`config.mk`:
```
export PLATFORM = sky130hd
export DESIGN_NAME = line_cmd_scheduler
export DESIGN_NICKNAME = d
export VERILOG_FILES = /design/src/rtl/line_cmd_scheduler.sv
export SDC_FILE = /design/constraint.sdc
export NUM_CORES = 1
export LEC_CHECK = 0
export CAP_MARGIN = 20
export CORE_AREA = 3 3 190 99
export CTS_CLUSTER_SIZE = 20
export DETAILED_ROUTE_END_ITERATION = 16
export DIE_AREA = 0 0 193 102
export GPL_TIMING_DRIVEN = 0
export PLACE_DENSITY = 0.82
export SYNTH_ARGS = -nofsm -noshare
export SYNTH_HDL_FRONTEND = slang
export SYNTH_SLANG_ARGS = --single-unit
```
`constraint.sdc`:
```
create_clock -name clk -period 9.9 [get_ports clk]
set_input_delay 2.97 -clock clk [delete_from_list [all_inputs] [get_ports clk]]
set_output_delay 2.97 -clock clk [all_outputs]
set_load 0.01 [all_outputs]
```
`src/rtl/line_cmd_scheduler.sv`:
```
// Round-robin admission of line commands into a FIFO, released to line_drawer on frame ticks.
// state | meaning -- IDLE: no line shown yet ; SHOW: a line is displayed, hold counter running
module line_cmd_scheduler #(
  parameter int NUM_REQ     = 2,
  parameter int DEPTH       = 4,
  parameter int HOLD_FRAMES = 2,
  parameter bit VSYNC_POL   = 1'b0
) (
  input  logic                      clk,
  input  logic                      rst,
  input  logic                      vsync,
  input  logic [NUM_REQ-1:0]        req_valid,
  output logic [NUM_REQ-1:0]        req_ready,
  input  logic [NUM_REQ*48-1:0]     req_cmd,
  output logic [11:0]               drw_x0,
  output logic [11:0]               drw_y0,
  output logic [11:0]               drw_x1,
  output logic [11:0]               drw_y1,
  output logic                      drw_load,
  output logic                      line_valid,
  input  logic                      flush,
  output logic [$clog2(DEPTH):0]    fifo_count,
  output logic                      overrun
);

  localparam int AW = $clog2(DEPTH);
  localparam int CW = AW + 1;
  localparam int PW = $clog2(NUM_REQ);

  typedef enum logic {IDLE, SHOW} state_t;

  state_t          state_q, state_d;
  logic [3:0]      hold_q, hold_d;
  logic            vs_act_q, vs_act_qq, frame_tick;
  logic            pop, push, push_ok, full, empty;
  logic [AW-1:0]   wr_ptr, rd_ptr;
  logic [47:0]     mem [DEPTH];
  logic [47:0]     cmd_arr [NUM_REQ];
  logic [47:0]     wcmd;
  logic [PW-1:0]   rr_ptr, gnt_idx;
  logic            gnt_found;
  logic [PW:0]     idx;

  assign frame_tick = vs_act_q & ~vs_act_qq;
  assign full       = (fifo_count == CW'(DEPTH));
  assign empty      = (fifo_count == '0);

  always_comb begin
    for (int i = 0; i < NUM_REQ; i++) cmd_arr[i] = req_cmd[i*48 +: 48];
  end

  // Search starts at the round-robin pointer and wraps once around.
  always_comb begin
    gnt_found = 1'b0;
    gnt_idx   = '0;
    idx       = '0;
    for (int k = 0; k < NUM_REQ; k++) begin
      idx = {1'b0, rr_ptr} + (PW+1)'(k);
      if (idx >= (PW+1)'(NUM_REQ)) idx = idx - (PW+1)'(NUM_REQ);
      if (!gnt_found && req_valid[idx[PW-1:0]]) begin
        gnt_found = 1'b1;
        gnt_idx   = idx[PW-1:0];
      end
    end
  end

  always_comb begin
    state_d = state_q;
    hold_d  = hold_q;
    pop     = 1'b0;
    if (flush) begin
      state_d = IDLE;
      hold_d  = '0;
    end else begin
      case (state_q)
        IDLE: if (frame_tick && !empty) begin
          pop     = 1'b1;
          state_d = SHOW;
          hold_d  = 4'(HOLD_FRAMES - 1);
        end
        SHOW: if (frame_tick) begin
          if (hold_q != '0) hold_d = hold_q - 4'd1;
          else if (!empty) begin
            pop    = 1'b1;
            hold_d = 4'(HOLD_FRAMES - 1);
          end
        end
        default: state_d = IDLE;
      endcase
    end
  end

  // A pop in the same cycle frees a slot, so a full FIFO may still accept.
  assign push_ok   = (!full || pop) && !flush && !rst;
  assign push      = gnt_found && push_ok;
  assign req_ready = push ? (NUM_REQ'(1) << gnt_idx) : '0;
  assign wcmd      = cmd_arr[gnt_idx];

  always_ff @(posedge clk) begin
    if (rst) begin
      state_q <= IDLE;
      hold_q  <= '0;
    end else begin
      state_q <= state_d;
      hold_q  <= hold_d;
    end
  end

  always_ff @(posedge clk) begin
    if (push) mem[wr_ptr] <= wcmd;
  end

  always_ff @(posedge clk) begin
    if (rst) begin
      vs_act_q   <= 1'b0;
      vs_act_qq  <= 1'b0;
      wr_ptr     <= '0;
      rd_ptr     <= '0;
      fifo_count <= '0;
      rr_ptr     <= '0;
      {drw_x0, drw_y0, drw_x1, drw_y1} <= '0;
      drw_load   <= 1'b0;
      line_valid <= 1'b0;
      overrun    <= 1'b0;
    end else begin
      vs_act_q  <= (vsync == VSYNC_POL);
      vs_act_qq <= vs_act_q;
      overrun   <= overrun | (full & (|req_valid));
      drw_load  <= pop;
      if (flush) begin
        wr_ptr     <= '0;
        rd_ptr     <= '0;
        fifo_count <= '0;
        {drw_x0, drw_y0, drw_x1, drw_y1} <= '0;
        line_valid <= 1'b0;
      end else begin
        if (push) begin
          wr_ptr <= wr_ptr + 1'b1;
          rr_ptr <= (gnt_idx == PW'(NUM_REQ - 1)) ? '0 : gnt_idx + 1'b1;
        end
        if (pop) begin
          {drw_x0, drw_y0, drw_x1, drw_y1} <= mem[rd_ptr];
          rd_ptr     <= rd_ptr + 1'b1;
          line_valid <= 1'b1;
        end
        fifo_count <= fifo_count + CW'(push) - CW'(pop);
      end
    end
  end

endmodule

```
After elaboration in Yosys (flattened, before gate mapping)
Memory sizes are Yosys's and may differ from the RTL's. A register that Yosys moved wholly into a read port is not among the register bits.
Index checks and enable logic that the tools add are counted.
- bits in registers: 18
- bits in writable memories: 192
- input bits: 102
- output and inout bits: 56
- word-level logic and storage cells: 85
- memories kept: 1
- memory list (memory ; words ; width ; read ports ; clocked after Yosys merged registers in ; write ports ; RTL line ; source):
    mem ; 4 ; 48 ; 1 ; 1 ; 1 ; 37 ; logic [47:0] mem [DEPTH];
- add/sub/neg operators: 9
- $lt $le $gt $ge: 5
- equal/unequal tests: 4
- shift-type cells: 1
- muxes and demuxes: 29
- bitwise gates (word level): 8
- reduce and logical (&&, ||, !) cells: 17
- operators by type and width (kind ; count):
    48-bit 2-to-1 mux ; 3
    1-bit 2-to-1 mux ; 19
    4-bit 2-to-1 mux ; 4
    4-bit one-hot mux with 2 select lines ; 1
    1-bit logical AND ; 5
    1-bit zero test ; 5
    2-bit by 1-bit adder with 2-bit output, second input constant ; 2
    2-bit >= comparator, second input constant ; 2
    1-bit by 2-bit less-than comparator with 1-bit output, second input constant ; 2
    1-bit inverter ; 4
    4-bit nonzero test ; 1
    2-bit OR reduction ; 2
    4-bit by 1-bit subtractor with 4-bit output, second input constant ; 1
    3-bit by 1-bit adder with 3-bit output ; 1
    3-bit equality test, second input constant ; 1
    3-bit zero test ; 1
    3-bit by 2-bit inequality test with 1-bit output, second input constant ; 1
    3-bit AND reduction ; 1
    3-bit by 1-bit subtractor with 3-bit output ; 1
    1-bit by 1-bit adder with 2-bit output, second input constant ; 1
    1-bit AND ; 2
    1-bit by 2-bit >= comparator with 1-bit output, second input constant ; 1
    2-bit 2-to-1 mux ; 1
    2-bit by 1-bit inequality test with 1-bit output, second input constant ; 1
    9 further kinds ; 10

Depth between registers and ports, before layout
- depth in word-level cells: 12
- gate-level depth with buffers: 15
- depth with buffers taken out: 12

Worst setup path before layout
OpenSTA, ideal clock, no wires.
- path type: input to output
- start point: input flush
- end point: output req_ready[0]
- arrival: 3.860 ns
- slack: 3.070 ns
- stages on the path: 3
- cells stage by stage: nor2_1 o211ai_2 nor2b_1
- cells in the longest elaborated chain, start to end: 6
- elaborated cells between the ends (all ways): 7
- classes of those cells: mux: 2; reduce/logical: 5
- RTL lines (element ; RTL line ; source):
    start: declaration ; 21 ; input logic flush,
    1-bit 2-to-1 mux ; 71 ; if (flush) begin
    1-bit logical OR ; 94 ; assign push_ok = (!full || pop) && !flush && !rst;
    1-bit logical AND * (2 in a row) ; 94 ;
    1-bit logical AND * ; 95 ; assign push = gnt_found && push_ok;
    2-bit 2-to-1 mux * ; 96 ; assign req_ready = push ? (NUM_REQ'(1) << gnt_idx) : '0;
    end: declaration ; 13 ; output logic [NUM_REQ-1:0] req_ready,
Mark *: on every way between the ends. The rest lies on a longest branch, timed or not.

Final worst setup path
- start point: input req_valid[0]
- end point: output req_ready[0]
- cells in the longest elaborated chain, start to end: 8
- elaborated cells between the ends (all ways): 13
- classes of those cells: shift: 1; mux: 9; reduce/logical: 3
- RTL lines (element ; RTL line ; source):
    start: declaration ; 12 ; input logic [NUM_REQ-1:0] req_valid,
    1-bit 2-to-1 mux (not written as such) (2 in a row) ; 60 ; if (!gnt_found && req_valid[idx[PW-1:0]]) begin
    1-bit 2-to-1 mux ; 60 ;
    1-bit zero test ; 60 ;
    1-bit logical AND ; 60 ;
    1-bit 2-to-1 mux ; 60 ;
    1-bit by 1-bit << shifter with 2-bit output or 1-bit logical AND (tied branches) ; 96, 95 ;
    2-bit 2-to-1 mux * ; 96 ;
Mark *: on every way between the ends. The rest lies on a longest branch, timed or not. The select of a mux whose other input is x is not followed.

==> qor.yml <==
status: "complete, no violations"
fillCellCount: 1083
min_path_type: "reg -> reg"
dp.cells: 1016
avgRoutedWirePerCell_um: 20.3
cts_tree: "built"
hp-start: "drw_y1[9]$_SDFFE_PP0P_"
chipHeight_um: 102
post_cts_buffers: 0
rr_startpoint: "hold_q[0]$_SDFFE_PP0P_"
synth-xor-area-share_pct: 0.263
synth_simple_gate_area_share_pct: 5.59
cp_max_fo: 10
initial_utilization_pct: 57.9
crit_arrival_ns: 5.65
synth_top_family_by_area: "multiplexers"
final_common_cell: "edfxtp_1"
grt_usage_pct: 22.1
viasPerCell: 5.60
path_class: "in -> out"
synth_area_mm2: 0.0100
place_hpwl_um: 14100
syn_inst: 621
hold_viol_final: 0
io_pins: 158
grt.overflow.total: 0
critPathCaptureType: "output port"
slew_headroom_pct: 38.7
final.setup.tns_ns: 0
clk_latency_ns: 0.51
cts-resized-gates: 0
grt_pass1_vias: 6034
fin_crit_ns: 8.62
synth_edf_count: 192
ys.flop_type: "edfxtp_1"
slew_viol_final: 0
drcViolationCount: 0
drt-total-wl_um: 21500
seq_area_mm2: 0.00709
synth_fa_ha_area_share_pct: 1.20
routabilityCongestion: 0.773
core_mm2: 0.0173
tightest_slew_ns: 0.920
layoutNonFillerInstCount: 1056
layout.nets: 917
reg2reg_depth: 15
final_cell_mix: "192 x edfxtp_1, 157 x clkdlybuf4s50_1, 101 x nand2_1"
synth_seq_area_share_pct: 70.8
die_x_um: 193
rows: 34
multi_input_area_mm2: 0.00275
vias: 5916
grt_max_degree: 28
p_total_uw: 2150
drive_gt1_share_pct: 18.7
ys_ff_latch: 258
diodes: 0
antenna_found_initial: 0
clock_path_buffers: 3
skew_ns: 0.0170
fmaxAchievable_ghz: 0.116
root_buffer: "clkbuf_16"
h-tree-depth: 1
peakVddDrop_mv: 0.126
crit_required_ns: 6.93
yosys.area.top_type: "edfxtp_1"
cts_inserted_buffers: 22
hold_buffers: 0
cts_sinks: 258
critPathLaunchType: "input pin"
synth.distinct_cells: 33
rsz0062_at_grt: "no"
whs_path_depth: 2
portBuffers: 157
syn2layout_area_growth_pct: 26.5
syn_nets: 732
grt_pass1_wl_um: 32700
utilization_pct: 73.3
ant_nets: 0
setup.worst_path.start: "req_valid[0]"
ys_warn_count: 0
synth_top_cell_area_share_pct: 57.6
dieArea_mm2: 0.0197
maxCapViolCount: 0
finalCritPeriodShare_pct: 87.1
power_density_mw_per_mm2: 170
ys_async_sr_fraction_pct: 0
synthMuxAreaShare_pct: 16.6
synth.area.top_cells: "edfxtp_1 58%, dfxtp_1 13%, mux4_2 11%"
clkSlewWorstSetupHoldPaths_ns: 0.06
synth_compound_area_share_pct: 3.50
p_leak_uw: 0.00403
drt_first_pass_iters: 5
setup_viol: 0
drt_iter0_drc: 397
synth_area_per_cell_um2: 16.1
==> layout make-up <==
type                       instances  area share (%)
sequential                       258            56.0
multi-input combinational        313            21.7
timing repair buffer             161            13.0
clock buffer                      30            4.75
tap                              234            2.31
buffer                            36            1.18
clock inverter                    10           0.603
inverter                          14           0.415
==> logic make-up after synthesis <==
logic type	Yosys count
XOR/XNOR	3
buffers and inverters	50
AND/OR/NAND/NOR	137
flip-flops	258
adder cells (fa/ha/maj)	9
multiplexers	100
AO/OA/AOI/OAI	64
==> layer usage <==
metal	global-route usage [%]	wire, um	vias to the layer above
li1	-	-	2690
met2	37.6	10800	219
met3	3.91	1530	41
met5	0	0	-
met4	6.33	441	0
met1	30.2	8740	2966
==> stage by stage <==
| stage | setup slack (ns) | hold WS, ns | area [um^2] |
|---|---|---|---|
| after floorplan | 3.07 | 0.457 | 10000 |
| after global placement | 1.32 | 0.441 | 11900 |
| after detailed placement | 1.31 | 0.450 | 12000 |
| after CTS | 1.31 | 0.455 | 12700 |
| after global routing | 1.18 | 0.471 | 12700 |
| final | 1.28 | 0.452 | 12700 |
==> critical path, stage by stage <==
cell	delay, ns
clkdlybuf4s50_1	0.47
inv_1	0.04
o21ai_1	0.65
clkbuf_1	0.75
nor2b_1	0.22
clkdlybuf4s50_1	0.55
==> state kept, by name, summed over array words and instances (netlist names), 2 cells and up <==
| signal | count |
|---|---|
| mem | 192 |
| drw_x0 | 12 |
| drw_x1 | 12 |
| drw_y0 | 12 |
| drw_y1 | 12 |
| hold_q | 4 |
| fifo_count | 3 |
| rd_ptr | 2 |
| wr_ptr | 2 |
==> final timing paths <==
path / slack (ns) / to
worst min register to register: 0.45 / drw_y1[9]$_SDFFE_PP0P_
worst max register to register: 6.65 / fifo_count[2]$_SDFF_PP0_
worst min-delay path: 0.45 / drw_y1[9]$_SDFFE_PP0P_
worst max-delay path: 1.28 / req_ready[0]
==> cell usage after synthesis (2+ instances only) <==
cell	count
nor3_1	2
or2_2	2
mux2_2	50
o21ai_0	5
nor2b_1	4
inv_1	14
nor2_1	19
dfxtp_1	66
mux4_2	48
ha_1	8
and2_1	2
a21oi_1	51
clkbuf_1	25
edfxtp_1	192
mux2i_1	2
xnor2_1	3
nand2_1	101
buf_2	11
or3_1	2
==> power breakdown <==
group | switching [uW] | internal [uW] | leakage [uW] | total [uW]
combinational | 63.0 | 72.3 | 0.00143 | 135
sequential | 5.38 | 1190 | 0.00227 | 1190
clock | 364 | 454 | 0.000335 | 818
(Power assumes the default switching activity.)
